### config.mk
export PLATFORM = sky130hd
export DESIGN_NAME = bp_cce_hybrid_pending_w_arbiter
export DESIGN_NICKNAME = d
export VERILOG_FILES = /design/src/rtl/bp_cce_hybrid_pending_w_arbiter_pkg.sv /design/src/rtl/bp_cce_hybrid_pending_w_arbiter_rr.sv /design/src/rtl/bp_cce_hybrid_pending_w_arbiter.sv
export SDC_FILE = /design/constraint.sdc
export NUM_CORES = 1
export LEC_CHECK = 0
export ABC_AREA = 1
export BUFFER_PORTS_ARGS = -buffer_cell sky130_fd_sc_hd__buf_4
export CAP_MARGIN = 0
export CORE_MARGIN = 3
export CORE_UTILIZATION = 45
export DETAILED_ROUTE_END_ITERATION = 7
export GPL_TIMING_DRIVEN = 1
export PLACE_DENSITY = 0.81
export SLEW_MARGIN = 10
export SYNTH_ARGS = -nofsm -noshare
export SYNTH_HDL_FRONTEND = slang
export SYNTH_SLANG_ARGS = --single-unit
### constraint.sdc
create_clock -name clk_i -period 5.4 [get_ports clk_i]
set_input_delay 0 -clock clk_i [delete_from_list [all_inputs] [get_ports clk_i]]
set_output_delay 0 -clock clk_i [all_outputs]
set_load 0.03 [all_outputs]
### src/rtl/bp_cce_hybrid_pending_w_arbiter_pkg.sv
//------------------------------------------------------------------------------
// Module : bp_cce_hybrid_pending_w_arbiter_pkg
// Brief  : Shared pending-bits write layout and processor config helpers.
// Rev    : 1.0
//------------------------------------------------------------------------------
`default_nettype none

package bp_cce_hybrid_pending_w_arbiter_pkg;

  typedef enum logic [0:0] {
    e_bp_default_cfg = 1'b0
  } bp_params_e;

  localparam int C_DEFAULT_PADDR_WIDTH = 40;

  function automatic int bp_paddr_width(input bp_params_e cfg);
    case (cfg)
      e_bp_default_cfg: bp_paddr_width = C_DEFAULT_PADDR_WIDTH;
      default:          bp_paddr_width = C_DEFAULT_PADDR_WIDTH;
    endcase
  endfunction

  // Every requester packs its write into this layout so the slot can hold any of them.
  typedef struct packed {
    logic [C_DEFAULT_PADDR_WIDTH-1:0] addr;
    logic                             bypass_hash;
    logic                             up;
    logic                             down;
    logic                             clear;
  } bp_cce_pending_w_s;

  localparam int C_PENDING_W_WIDTH = $bits(bp_cce_pending_w_s);

endpackage

`default_nettype wire

### src/rtl/bp_cce_hybrid_pending_w_arbiter_rr.sv
//------------------------------------------------------------------------------
// Module : bp_cce_hybrid_pending_w_arbiter_rr
// Brief  : Round-robin grant select; pointer moves past the winner on a taken grant.
// Rev    : 1.0
//------------------------------------------------------------------------------
`default_nettype none

module bp_cce_hybrid_pending_w_arbiter_rr #(
  parameter  int NUM_REQ = 3,
  localparam int TAG_W   = (NUM_REQ > 1) ? $clog2(NUM_REQ) : 1
) (
  input  logic               clk_i,
  input  logic               reset_i,
  input  logic               grants_en_i,
  input  logic [NUM_REQ-1:0] reqs_i,
  output logic [NUM_REQ-1:0] grants_o,
  output logic [TAG_W-1:0]   tag_o,
  output logic               v_o
);

  logic [TAG_W-1:0] r_ptr;
  logic             w_found;
  int               w_idx;

  // Scan from the pointer, wrapping, and take the first valid requester.
  always_comb begin
    grants_o = '0;
    tag_o    = '0;
    w_found  = 1'b0;
    w_idx    = 0;
    for (int k = 0; k < NUM_REQ; k++) begin
      w_idx = int'(r_ptr) + k;
      if (w_idx >= NUM_REQ) w_idx = w_idx - NUM_REQ;
      if (!w_found && reqs_i[TAG_W'(w_idx)]) begin
        w_found                  = 1'b1;
        grants_o[TAG_W'(w_idx)]  = 1'b1;
        tag_o                    = TAG_W'(w_idx);
      end
    end
  end

  assign v_o = w_found;

  always_ff @(posedge clk_i) begin
    if (reset_i) begin
      r_ptr <= '0;
    end else if (grants_en_i && w_found) begin
      r_ptr <= (tag_o == TAG_W'(NUM_REQ - 1)) ? '0 : tag_o + TAG_W'(1);
    end
  end

endmodule

`default_nettype wire

### src/rtl/bp_cce_hybrid_pending_w_arbiter.sv
//------------------------------------------------------------------------------
// Module : bp_cce_hybrid_pending_w_arbiter
// Brief  : Round-robin share of the pending-bits write port through a one-entry slot.
// Rev    : 1.0
//------------------------------------------------------------------------------
`default_nettype none

module bp_cce_hybrid_pending_w_arbiter
  import bp_cce_hybrid_pending_w_arbiter_pkg::*;
#(
  parameter  bp_params_e bp_params_p   = e_bp_default_cfg,
  parameter  int         num_req_p     = 3,
  localparam int         paddr_width_p = bp_paddr_width(bp_params_p),
  localparam int         TAG_W         = (num_req_p > 1) ? $clog2(num_req_p) : 1
) (
  input  logic                               clk_i,
  input  logic                               reset_i,

  input  logic [num_req_p-1:0]               req_v_i,
  output logic [num_req_p-1:0]               req_yumi_o,
  input  logic [num_req_p*paddr_width_p-1:0] req_addr_i,
  input  logic [num_req_p-1:0]               req_addr_bypass_hash_i,
  input  logic [num_req_p-1:0]               req_up_i,
  input  logic [num_req_p-1:0]               req_down_i,
  input  logic [num_req_p-1:0]               req_clear_i,

  output logic                               pending_w_v_o,
  input  logic                               pending_w_ready_and_i,
  output logic [paddr_width_p-1:0]           pending_w_addr_o,
  output logic                               pending_w_addr_bypass_hash_o,
  output logic                               pending_up_o,
  output logic                               pending_down_o,
  output logic                               pending_clear_o,

  output logic                               empty_o
);

  bp_cce_pending_w_s        w_req [num_req_p];
  bp_cce_pending_w_s        w_sel;
  bp_cce_pending_w_s        r_slot;
  logic                     r_full;
  logic                     w_accept_en;
  logic                     w_arb_en;
  logic                     w_arb_v;
  logic                     w_grant_v;
  logic [num_req_p-1:0]     w_grants;
  logic [TAG_W-1:0]         w_tag;

  for (genvar i = 0; i < num_req_p; i++) begin : g_unpack
    assign w_req[i] = {req_addr_i[i*paddr_width_p +: paddr_width_p],
                       req_addr_bypass_hash_i[i],
                       req_up_i[i],
                       req_down_i[i],
                       req_clear_i[i]};
  end

  // Acceptance looks only at the registered slot and the ready input, never at
  // this cycle's pending-bits handshake outcome, so yumi has no loop through it.
  assign w_accept_en = ~r_full | pending_w_ready_and_i;
  assign w_arb_en    = w_accept_en & ~reset_i;

  bp_cce_hybrid_pending_w_arbiter_rr #(
    .NUM_REQ (num_req_p)
  ) u_rr (
    .clk_i       (clk_i),
    .reset_i     (reset_i),
    .grants_en_i (w_arb_en),
    .reqs_i      (req_v_i),
    .grants_o    (w_grants),
    .tag_o       (w_tag),
    .v_o         (w_arb_v)
  );

  assign w_grant_v  = w_arb_en & w_arb_v;
  assign req_yumi_o = w_grants & {num_req_p{w_grant_v}};
  assign w_sel      = w_req[w_tag];

  always_ff @(posedge clk_i) begin
    if (reset_i) begin
      r_full <= 1'b0;
      r_slot <= '0;
    end else if (w_grant_v) begin
      r_full <= 1'b1;
      r_slot <= w_sel;
    end else if (pending_w_ready_and_i) begin
      r_full <= 1'b0;
    end
  end

  always_ff @(posedge clk_i) begin
    if (!reset_i && w_grant_v) begin
      assert ($onehot({w_sel.up, w_sel.down, w_sel.clear}));
    end
  end

  assign pending_w_v_o                = r_full;
  assign pending_w_addr_o             = r_slot.addr;
  assign pending_w_addr_bypass_hash_o = r_slot.bypass_hash;
  assign pending_up_o                 = r_slot.up;
  assign pending_down_o               = r_slot.down;
  assign pending_clear_o              = r_slot.clear;

  assign empty_o = ~r_full & ~|req_v_i;

endmodule

`default_nettype wire

# --- Word-level counts from Yosys, hierarchy flattened ---
# Cells that the tools add are included.
op_classes:
  addsub: 6
  mul: 0
  div_mod_pow: 0
  magnitude_cmp: 10
  n_eq_ne: 1
  shift: 0
  n_mux: 33
  n_bitwise: 10
  reduce_logical: 11
op_table:
  columns: ["operator", "count"]
  rows:
  - ["$bmux 44 s2", 1]
  - ["$mux 44", 2]
  - ["$mux 1", 14]
  - ["$mux 2", 7]
  - ["$lt 2x4->1 const B", 3]
  - ["$mux 3", 3]
  - ["$bmux 1 s2", 3]
  - ["$demux 1 s2", 3]
  - ["$ge 2x1->1 const B", 3]
  - ["$ge 3x2->1 const B", 2]
  - ["$logic_and 1x1->1", 6]
  - ["$or 3x3->3", 2]
  - ["$sub 2x1->2 const B", 2]
  - ["$add 2x1->3 const B", 1]
  - ["$add 2x2->3 const B", 1]
  - ["$and 1x1->1", 3]
  - ["$and 3x3->3", 1]
  - ["$ge 3x3->1 const B", 1]
  - ["$logic_not 1->1", 3]
  - ["$not 2->3", 1]
  - ["$reduce_or 3->1", 1]
  - ["$add 2x1->2 const B", 1]
  - ["$eq 2x2->1 const B", 1]
  - ["$ge 2x2->1 const B", 1]
  - ["4 further kinds", 5]
word_totals:
  ff_bits: 47
  latch_bits: 0
  mem_bits_rw: 0
  romBits: 0
  inputBits: 138
  out_inout_bits: 49
  elab_cells: 78
  mem_count: 0

# --- Longest topological paths before layout ---
depth:
  word_depth: 16
  depth_mapped: 14
  mapped_depth_nobuf: 13

# --- By module ---
# From an unflattened synthesis, not the netlist that was laid out.
unflattened:
  hier_cells: 648
  hier_area_um2: 3743.6
modules_own_cells:
  columns: ["mod", "n_inst", "cells_each", "area_each_um2", "seq_area_each_um2"]
  rows:
  - ["bp_cce_hybrid_pending_w_arbiter", 1, 577, 3354.5, 900.9]
  - ["bp_cce_hybrid_pending_w_arbiter_rr", 1, 71, 389.1, 40.0]

# --- Worst setup path before layout ---
# OpenSTA, ideal clock, no wires.
synth_path:
  kind: "flip-flop to output port"
  startpoint: "register u_rr.r_ptr[0]"
  endpoint: "output port req_yumi_o[2]"
  arrival_ps: 2432
  required_time_ps: 5400
  path_slack_ps: 2968
  stages_incl_launch_ff: 11
  n_path_buf: 1
  cell_sequence: "dfxtp_1 inv_1 ha_1 inv_2 nand2_1 nand3_1 nand2_2 nand4_1 nand2_1 buf_2 nor4_1"
synth_between:
  elab_chain_len: 14
  elab_cells_between_ends: 49
  cone_classes: "add/sub (5); order compare (9); mux (24); bitwise (4); reduce/logical (7)"
synth_rtl:
  columns: ["item", "line_no", "text"]
  rows:
  - ["start: declaration", "bp_cce_hybrid_pending_w_arbiter_rr.sv:21", "logic [TAG_W-1:0] r_ptr;"]
  - ["start signal: assignment", "bp_cce_hybrid_pending_w_arbiter_rr.sv:48", "r_ptr <= (tag_o == TAG_W'(NUM_REQ - 1)) ? '0 : tag_o + TAG_W'(1);"]
  - ["parallel branches: the longest is 13 deep, another holds $lt 2x4->1", null, null]
  - ["$and 3x3->3 *", "bp_cce_hybrid_pending_w_arbiter.sv:75", "assign req_yumi_o = w_grants & {num_req_p{w_grant_v}};"]
  - ["end: declaration", "bp_cce_hybrid_pending_w_arbiter.sv:20", "output logic [num_req_p-1:0] req_yumi_o,"]
# Every way passes the cells marked *. The select of a mux whose other input is x is not followed.

# --- Final worst setup path ---
layout_path:
  startpoint: "register u_rr.r_ptr[0]"
  endpoint: "register r_slot (netlist bit pending_w_addr_o[0])"
layout_between:
  elab_chain_len: 16
  elab_cells_between_ends: 35
  cone_classes: "add/sub (5); order compare (3); mux (21); bitwise (2); reduce/logical (4)"
layout_rtl:
  columns: ["item", "line_no", "text"]
  rows:
  - ["parallel branches: the longest is 16 deep, another holds $add 2x1->3", null, null]
  - ["end signal: assignment", "bp_cce_hybrid_pending_w_arbiter.sv:84", "r_slot <= w_sel;"]
  - ["end: declaration", "bp_cce_hybrid_pending_w_arbiter.sv:40", "bp_cce_pending_w_s r_slot;"]
# Several ways; the timed one is not identified. The select of a mux whose other input is x is not followed.
# A chain may end at the register's enable or synchronous reset.

==> flow_metrics.env <==
export IMPL_power_leakage_nw=2.80
export IMPL_r2r_start="u_rr.r_ptr[0]"
export IMPL_fin_crit_sh=0.607
export IMPL_hold_slack_ps=7.03
export IMPL_worstSetupPathType="reg2reg"
export IMPL_clock_sinks=47
export IMPL_core_area_um2=7770
export IMPL_grt_max_degree=52
export IMPL_r2r_end="pending_w_addr_o[0]"
export IMPL_grt_pass1_vias=3890
export IMPL_drive_gt1_frac=0.464
export IMPL_critical_path_required_ps=5580
export IMPL_fmax_ghz=0.305
export IMPL_io_pin_count=187
export IMPL_start_kind="flop"
export IMPL_syn_num_nets=650
export IMPL_endpoint="pending_w_addr_o[0]"
export IMPL_crit_start="u_rr.r_ptr[0]"
export IMPL_async_flop_share=0
export IMPL_wl_per_cell_um=14.2
export IMPL_drv_cap=0
export IMPL_cp_num_cells=11
export IMPL_setup_tns_ps=0
export IMPL_h_tree_depth=2
export IMPL_synth_flop_cell="dfxtp_1"
export IMPL_gp_congestion=0.854
export IMPL_cts_tree="yes"
export IMPL_p_total_w=0.00315
export IMPL_postCtsSetupBuffers=0
export IMPL_fp_dieH_um=95.5
export IMPL_drt_iter0_drc=124
export IMPL_max_stage_delay_ps=750
export IMPL_root_buffer="clkbuf_8"
export IMPL_dp_hpwl_um=7610
export IMPL_seqPwrFrac=0.201
export IMPL_drc=0
export IMPL_peakVddDrop_uv=299
export IMPL_power_switching_w=0.00174
export IMPL_dr_pass1_iters=5
export IMPL_hold_violations=0
export IMPL_initial_core_util=0.465
export IMPL_synth_top_cell_area_share=0.261
export IMPL_fin_worst_skew_ps=8.26
export IMPL_worst_pin_slew_ps=1110
export IMPL_ff2ff_path_depth=11
export IMPL_arrival_ps=3460
export IMPL_slew_headroom=0.261
export IMPL_crit_buf_inv=3
export IMPL_netlist_area_um2=3610
export IMPL_nNetsFinal=835
export IMPL_swShare=0.553
export IMPL_cp_top_family="simple AND/OR/NAND/NOR gates"
export IMPL_crit_slowest_cell="nand2_2"
export IMPL_vias_per_cell=5.11
export IMPL_rsz0062_at_grt="no"
export IMPL_synthCells=508
export IMPL_clockPowerShare=0.066
export IMPL_internal_power_w=0.00141
export IMPL_synth_warnings=0
export IMPL_grt_overflow_total=0
export IMPL_outcome="finished, final reports clean"
export IMPL_die_x_um=95.5
export IMPL_combPwrFrac=0.734
export IMPL_ys_top_cells_by_area="dfxtp_1, a21oi_1, inv_1"
export IMPL_cp_cell_sequence="inv_1 > ha_1 > inv_2 > nand2_1 > nand3_1 > nand2_2 > nand4_1 > nand2_2 > inv_2 > a21oi_1 > a21oi_2"
export IMPL_area_growth_pct=45.5
export IMPL_dieArea_um2=9130
export IMPL_ant_nets=0
export IMPL_grt_usage=0.235
export IMPL_io_buffer_count=186
export IMPL_grt_pass1_wl_um=17200
export IMPL_avgSynthCellArea_um2=7.10
export IMPL_ys_seq_elements=47
export IMPL_reg2reg_slack_ps=2120
export IMPL_clock_latency_ps=300
export IMPL_drt_wl_total_um=11300
export IMPL_cp_max_fo=51
export IMPL_n_antenna_cell=0
export IMPL_mostFrequentLayoutCells="buf_4, a21oi_1, inv_1"
export IMPL_rows=32
export IMPL_layout_commonest_cell="buf_4"
export IMPL_clk_pin_slew_ps=90
export IMPL_antenna_found_initial=0
export IMPL_vias=4068
export IMPL_pwr_density_cell_nw_per_um2=600
export IMPL_synth_edff_count=0
export IMPL_cts_buffer_depth=2
export IMPL_endpoint_kind="flop"
export IMPL_synth_cell_type_count=29
export IMPL_seq_area_frac_synth=0.261
export IMPL_cts_buffers=5
export IMPL_setup_violations=0
export IMPL_hp_class="in2reg"
export IMPL_drv_slew=0
export IMPL_period_minus_slack_ps=3280
export IMPL_synth_area_leader_cell="dfxtp_1"
## cell type report
| type | count | area, um^2 |
|---|---|---|
| clock buffer | 6 | 72.6 |
| sequential | 47 | 941 |
| tap | 102 | 128 |
| fill | 670 | 2520 |
| timing repair buffer | 211 | 1640 |
| clock inverter | 2 | 12.5 |
| multi-input combinational | 327 | 2070 |
| inverter | 101 | 379 |
## metal layers
metal / global-route usage / part of all wire
met1: 0.264 / 0.39
met2: 0.439 / 0.50
met3: 0.0450 / 0.083
met4: 0.0758 / 0.018
met5: 0 / 0
## timing repair
action	4_1_cts	5_1_grt
hold buffers	24	0
hold endpoints to repair	25	0
resized for setup	0	0
setup endpoints to repair	0	0
## cells in the mapped netlist, types with 2 or more instances
| cell | instances |
|---|---|
| nor4_1 | 2 |
| nand2_2 | 44 |
| a21oi_1 | 99 |
| nand2_1 | 21 |
| nand2_4 | 3 |
| inv_1 | 95 |
| dfxtp_1 | 47 |
| o21ai_0 | 2 |
| inv_2 | 5 |
| buf_4 | 3 |
| ha_1 | 4 |
| nand3_2 | 32 |
| nor2_1 | 6 |
| buf_2 | 22 |
| buf_12 | 3 |
| a21oi_2 | 38 |
| nand3_1 | 67 |
| clkbuf_1 | 4 |
## flip-flops by register name, indices dropped and copies added (netlist names)
signal / flops
pending_clear_o: 1
u_rr.r_ptr: 2
pending_w_addr_bypass_hash_o: 1
pending_up_o: 1
pending_w_v_o: 1
pending_down_o: 1
pending_w_addr_o: 40
## cell families (layout without fill, tap and decap cells)
kind of cell / count (synthesis) / after routing / synth area share
compound gates: 142 / 142 / 0.238
fa+ha+maj: 4 / 4 / 0.0139
buf+inv: 134 / 320 / 0.166
flops: 47 / 47 / 0.261
simple gates: 181 / 181 / 0.322
## metrics by stage
step | area [um^2] | utilization | cells | setup WS, ps
floorplan | 3610 | - | 508 | 2970
global placement | 4920 | 0.634 | 764 | 2380
detailed placement | 4920 | 0.634 | 764 | 2140
CTS | 5250 | 0.676 | 796 | 2140
global route | 5250 | 0.676 | 796 | 1840
finish | 5250 | 0.676 | 796 | 2120
## tightest hold or removal path: stages
cell and delay (ps):
buf_4 80, a21oi_1 70, a21oi_2 130
## worst min path at each step
stage                     from              endpoint  slack [ps]  cells past startpoint
3_5_place_dp           reset_i         u_rr.r_ptr[1]         210                      2
5_1_grt        req_addr_i[101]  pending_w_addr_o[21]           4                      3
2_1_floorplan          reset_i         u_rr.r_ptr[0]          70                      1
4_1_cts        req_addr_i[117]  pending_w_addr_o[37]         0.5                      3
6_report        req_addr_i[99]  pending_w_addr_o[19]           7                      3
3_3_place_gp           reset_i         u_rr.r_ptr[0]         210                      2
## power by group through the flow
stage / logic, W / registers [W] / clock network, W
3_5_place_dp: 0.00229 / 0.000637 / 0
6_report: 0.00231 / 0.000632 / 0.000206
3_3_place_gp: 0.00222 / 0.000636 / 0
5_1_grt: 0.00250 / 0.000650 / 0.000227
4_1_cts: 0.00230 / 0.000630 / 0.000213
2_1_floorplan: 0.00148 / 0.000952 / 0
(Power assumes the default switching activity.)
